File: src/rtl/alu_sched_pkg.sv
// alu_sched_pkg: shared function codes, FSM states and command layout for the ALU command scheduler
package alu_sched_pkg;
   localparam logic [2:0] FN_ADD = 3'd0;
   localparam logic [2:0] FN_SUB = 3'd1;
   localparam logic [2:0] FN_MUL = 3'd2;
   localparam logic [2:0] FN_DIV = 3'd3;
   localparam logic [2:0] FN_AND = 3'd4;
   localparam logic [2:0] FN_OR  = 3'd5;

   typedef enum logic [1:0] {IDLE, ISSUE, WAIT, RESP} state_t;

   typedef struct packed {
      logic [7:0] op1;
      logic [7:0] op2;
      logic [2:0] fn;
   } cmd_t;

   // Commands answered locally with an error instead of being sent to the ALU
   function automatic logic reject(input logic [2:0] fn, input logic op2_zero);
      return fn > FN_OR || (fn == FN_DIV && op2_zero);
   endfunction
endpackage

File: src/rtl/cmd_fifo.sv
// cmd_fifo: synchronous show-ahead FIFO with occupancy count
module cmd_fifo #(
   parameter int DEPTH = 4,
   parameter int W = 19
) (
   input  logic                       clk,
   input  logic                       rst,
   input  logic                       push,
   input  logic                       pop,
   input  logic [W-1:0]               din,
   output logic [W-1:0]               dout,
   output logic                       full,
   output logic                       empty,
   output logic [$clog2(DEPTH):0]     count
);
   localparam int AW = $clog2(DEPTH);
   localparam int CW = AW + 1;
   logic [W-1:0] mem [DEPTH];
   logic [AW-1:0] wp, rp;
   logic do_push, do_pop;
   assign full = count == CW'(DEPTH);
   assign empty = count == '0;
   assign do_push = push && !full;
   assign do_pop = pop && !empty;
   assign dout = mem[rp];
   always_ff @(posedge clk)
      if (do_push) mem[wp] <= din;
   always_ff @(posedge clk) begin
      if (rst) begin
         wp <= '0;
         rp <= '0;
         count <= '0;
      end else begin
         if (do_push) wp <= wp + 1'b1;
         if (do_pop) rp <= rp + 1'b1;
         count <= count + CW'(do_push) - CW'(do_pop);
      end
   end
endmodule

File: src/rtl/alu_cmd_sched.sv
// alu_cmd_sched: buffers ALU commands, issues them one at a time, and returns
// each result (or a local rejection) on a valid/ready response port
module alu_cmd_sched
   import alu_sched_pkg::*;
#(
   parameter int DEPTH = 4,
   parameter int OP_W = 8,
   parameter int RES_W = 16
) (
   input  logic                      clk,
   input  logic                      rst,
   input  logic                      cmd_valid,
   output logic                      cmd_ready,
   input  logic [OP_W-1:0]           cmd_op1,
   input  logic [OP_W-1:0]           cmd_op2,
   input  logic [2:0]                cmd_fn,
   output logic                      alu_en,
   output logic [OP_W-1:0]           alu_op1,
   output logic [OP_W-1:0]           alu_op2,
   output logic [2:0]                alu_fn,
   input  logic [RES_W-1:0]          alu_result,
   input  logic                      alu_valid,
   output logic                      rsp_valid,
   input  logic                      rsp_ready,
   output logic [RES_W-1:0]          rsp_data,
   output logic                      rsp_err,
   output logic [$clog2(DEPTH):0]    fifo_count,
   output logic [7:0]                err_cnt
);
   localparam int W = 2 * OP_W + 3;
   state_t state, state_nx;
   logic [W-1:0] head;
   logic [OP_W-1:0] h_op1, h_op2;
   logic [2:0] h_fn;
   logic full, empty, pop, rej;
   assign {h_op1, h_op2, h_fn} = head;
   assign rej = reject(h_fn, h_op2 == '0);
   // Ready comes from the registered count only, so a same-cycle pop never reopens a full FIFO
   assign cmd_ready = !full && !rst;
   assign pop = state == IDLE && !empty;

   cmd_fifo #(.DEPTH(DEPTH), .W(W)) u_fifo (
      .clk   (clk),
      .rst   (rst),
      .push  (cmd_valid && cmd_ready),
      .pop   (pop),
      .din   ({cmd_op1, cmd_op2, cmd_fn}),
      .dout  (head),
      .full  (full),
      .empty (empty),
      .count (fifo_count)
   );

   always_ff @(posedge clk)
      if (rst) state <= IDLE;
      else state <= state_nx;

   always_comb begin
      state_nx = state;
      unique case (state)
         IDLE:  state_nx = empty ? IDLE : (rej ? RESP : ISSUE);
         ISSUE: state_nx = WAIT;
         WAIT:  state_nx = RESP;
         RESP:  state_nx = rsp_ready ? IDLE : RESP;
         default: state_nx = IDLE;
      endcase
   end

   always_comb begin
      alu_en = state == ISSUE;
      rsp_valid = state == RESP;
   end

   always_ff @(posedge clk) begin
      if (rst) begin
         alu_op1 <= '0;
         alu_op2 <= '0;
         alu_fn <= '0;
         rsp_data <= '0;
         rsp_err <= 1'b0;
         err_cnt <= '0;
      end else begin
         if (pop && !rej) begin
            alu_op1 <= h_op1;
            alu_op2 <= h_op2;
            alu_fn <= h_fn;
         end
         if (pop && rej) begin
            rsp_data <= '0;
            rsp_err <= 1'b1;
         end
         // A missing alu_valid in WAIT means the ALU dropped the command
         if (state == WAIT) begin
            rsp_data <= alu_valid ? alu_result : '0;
            rsp_err <= !alu_valid;
         end
         if (rsp_valid && rsp_ready && rsp_err && err_cnt != 8'hFF) err_cnt <= err_cnt + 8'd1;
      end
   end
endmodule

File: config.mk
export PLATFORM = sky130hd
export DESIGN_NAME = alu_cmd_sched
export DESIGN_NICKNAME = d
export VERILOG_FILES = /design/src/rtl/alu_sched_pkg.sv /design/src/rtl/cmd_fifo.sv /design/src/rtl/alu_cmd_sched.sv
export SDC_FILE = /design/constraint.sdc
export NUM_CORES = 1
export LEC_CHECK = 0
export ABC_AREA = 0
export CORE_ASPECT_RATIO = 1.2
export CORE_MARGIN = 5
export CORE_UTILIZATION = 56
export DETAILED_ROUTE_END_ITERATION = 8
export PLACE_DENSITY_LB_ADDON = 0.12
export SLEW_MARGIN = 20
export SYNTH_ARGS = -nofsm -noshare
export SYNTH_HDL_FRONTEND = slang
export SYNTH_HIERARCHICAL = 1
export SYNTH_SLANG_ARGS = --single-unit
export TNS_END_PERCENT = 50
File: constraint.sdc
create_clock -name clk -period 4.6 [get_ports clk]
set_input_delay 0.92 -clock clk [delete_from_list [all_inputs] [get_ports clk]]
set_output_delay 0.92 -clock clk [all_outputs]
set_load 0.1 [all_outputs]
==> metrics <==
status=finished, final reports clean; post-DR vias/cell=5.400; gr ovfl total=0; endpoints failing setup=0; Adder-Cell Fraction of Synth Area=0.02135; synth top area cells=edfxtp_1 45%, dfxtp_1 22%, mux4_1 4.7%; reg2reg setup slack=1.22 ns; post-CTS setup buffers=0; antenna diode count=0; setup TNS=0 ns; CP Class=flop to flop; register area=0.003383 mm²; wire per inst=17.61 µm; Die ar.=0.01100 mm²; initial antenna violation count=0; # nets final=467; Initial Util=0.5638; Yosys top cell by area=edfxtp_1; Final Cell Area=0.006545 mm²; worst vdd ir=0.3645 mV; Setup Skew=0.01495 ns; H-Tree Depth=4; Fill cells=616; worst slack at placement=approximately 1.1 ns; Power Internal=0.002575 W; Post-Synth XOR/XNOR Area=0.01390; multi-input logic area=around 0.0015 mm²; Buffers on Ports=89; Detailed Place HPWL=6372 µm; Setup crit end kind=flop; Final WS setup=1.221 ns; Die H=113.9 µm; clock group share of total power=0.278; Post-CTS Resized=0; Max-Cap Viols=0; worst hold path depth=1; Core Box Area=just under 0.009 mm²; cell count of the worst reg-to-reg path=5; met2 Use GR=0.3135; residual DRC count=0; hold worst-path end=rsp_data[9]; 1st-pass router iterations=4; share of post-route cells with drive strength above 1=0.1134; GPL Wtd Cong=0.7321; power per cell area=641.6 mW/mm²; post-synthesis cell type count=39; Avg Cell Area, Syn=15.65 µm²; met1 Resource Use GR=0.2178; Crit path arrival time=between 3 and 4 ns; clock transition at the registers of the reported paths=roughly 0.06 ns; Crit path required time=slightly below 5 ns; flops & latches, synth=about 130; Vias=slightly below 3k; Area Growth Syn to Fin=29.87%; met3 usage=0.06850; Top Usage Layer GRT=met2; Fmax=296.0 MHz; mux contribution to synthesized area=0.1333; initial DRC count=108; largest net degree at the start of global routing=43; Max clock buf depth=2; Clock Latency Late Sink=0.51 ns; Hold Path Class=flop to flop; vias in the first global route=3108; Simple-Gate Fraction of Synth Area=0.07746; # hold bufs at CTS=0; Combinational Power Share=0.363; period utilization=0.7345; first-pass GRT wire length=15840 µm; row cnt=38; normalized max-slew margin=0.3020; I/O pins=90; NetSw=~0.0016 W; leakage=about 2.2 nW; RSZ-0062 raised after global routing=no; Post-Synthesis Cells=between 300 and 400; Post-Route WL=slightly below 10000 µm; largest family of logic cells by synthesized area=multiplexers; Yosys warning total=6; CTS sink count=between 100 and 150; Final min period=3.379 ns; share of the synthesized area in the top cell type=0.4528; Crit Path Max Fanout=19; pins over their slew limit=0; GRT Total Usage=0.1865; sequential share of power=0.359; switching share of power=0.3867; Worst Min Path Start=rsp_data[9]; area post-placement=0.006023 mm²; sequential area share after synthesis=0.6713; Die W=between 90 and 100 µm; Net Count, Synth=370; Slew @ Worst Pin=1.047 ns; netlist area before placement=between 0.005 and 0.006 mm²; CTS root buffer=clkbuf_8; Critical Path Start Type=flop; final std cells w/o fill=552; total CTS buffers=17; remaining antenna violation count=0; post-placement cell count=520; CTS tree=built; final hold vios=0; Synth Area in Compound Gates=0.05139; worst reg2reg endpoint=alu_op2[4]
## per-stage QoR
step | total power (W) | hold slack (ns) | utilization
after floorplan | 0.002742 | 0.4591 | -
after global placement | 0.003032 | 0.4564 | 0.6739
after detailed placement | 0.003060 | 0.4531 | 0.6739
after CTS | 0.004238 | 0.4753 | 0.7322
after global routing | 0.004380 | 0.4916 | 0.7322
final | 0.004199 | 0.4709 | 0.7322
## cell type report
cell class,count,share of cell area
sequential,131,0.5169
multi-input combinational,165,0.2313
timing repair buffer,94,0.1434
clock buffer,21,0.06557
tap,120,0.02294
clock inverter,11,0.01415
inverter,10,0.005735
## cells in the final DEF, fill, tap and decap left out, types with 3 or more instances in the layout
master and count:
mux2i_1 21, a22o_1 16, clkbuf_1 4, nor3_2 3
mux4_1 9, xnor2_1 7, clkinvlp_4 3, clkdlybuf4s50_1 88
nor2_1 35, buf_4 5, ha_1 7, a21oi_1 7
nand3_1 4, inv_1 10, mux4_2 10, dfxtp_1 55
and2_1 6, nand2_1 4, nand2b_1 3, nor4_1 3
clkinv_2 3, a211oi_1 3, nor3_1 4, edfxtp_1 76
clkbuf_16 16
## per-layer routing
metal	vias to the layer above	routed length (µm)
met1	1457	4044
li1	1416	-
met5	-	0
met2	102	5025
met4	0	85
met3	6	564
## cell usage after synthesis, drive strengths merged
cell type  instances
fa                 1
mux4              19
nand3              4
a22o              16
nand2b             3
o31ai              1
nand4              2
nor4bb             1
xnor2              7
buf                9
nor2              35
o21ai              2
nor2b              2
a211oi             3
nand3b             1
and3               1
or3                2
and2b              1
a2111o             1
edfxtp            76
clkbuf             7
xor2               1
a31o               1
a21oi              7
mux2i             21
ha                 7
inv               10
dfxtp             55
and4               2
nand2              4
a31oi              3
nor3               7
nor4               3
and2               6
nor3b              1
## critical path: stages, from the launching register on
cell and delay (ns):
dfxtp_1 0.83, mux4_1 0.75, a2111o_1 0.48, a31oi_4 0.78, mux2i_1 0.34, nor2_1 0.06
## worst max-delay path by stage
| stage | cells past startpoint | to | from | slack [ns] |
|---|---|---|---|---|
| 3_5_place_dp | 13 | u_fifo/count[2] | rst | 1.07 |
| 6_report | 5 | alu_op2[4] | flop | 1.22 |
| 4_1_cts | 5 | alu_op2[4] | flop | 1.13 |
| 3_3_place_gp | 13 | u_fifo/count[2] | rst | 1.15 |
| 2_1_floorplan | 13 | u_fifo/count[2] | u_fifo/count[1] | 0.14 |
| 5_1_grt | 5 | alu_op2[4] | flop | 1.02 |
## state kept, by name, summed over array words and instances, names as in the netlist, named ones only
register      cells
alu_fn            3
alu_op1           8
alu_op2           8
err_cnt           8
rsp_data         16
rsp_err           1
state             2
u_fifo/count      3
u_fifo/mem       76
u_fifo/rp         2
u_fifo/wp         2
## power groups by stage
| stage | combinational (W) | sequential, W | clock, W |
|---|---|---|---|
| 3_5_place_dp | 0.00153 | 0.00153 | 0 |
| 3_3_place_gp | 0.00151 | 0.00152 | 0 |
| 2_1_floorplan | 0.000649 | 0.00209 | 0 |
| 5_1_grt | 0.00161 | 0.00153 | 0.00125 |
| 4_1_cts | 0.00154 | 0.00151 | 0.00119 |
| 6_report | 0.00153 | 0.00151 | 0.00117 |
## kinds of logic after synthesis
logic type / after synthesis
xor gates and xnor gates: 8
adders and majority gates: 8
muxes: 40
and+or+nand+nor: 75
AOI/OAI and AO/OA: 34
DFF: 131
buffers and inverters: 26
No activity file was read; power rests on OpenSTA's default activity.
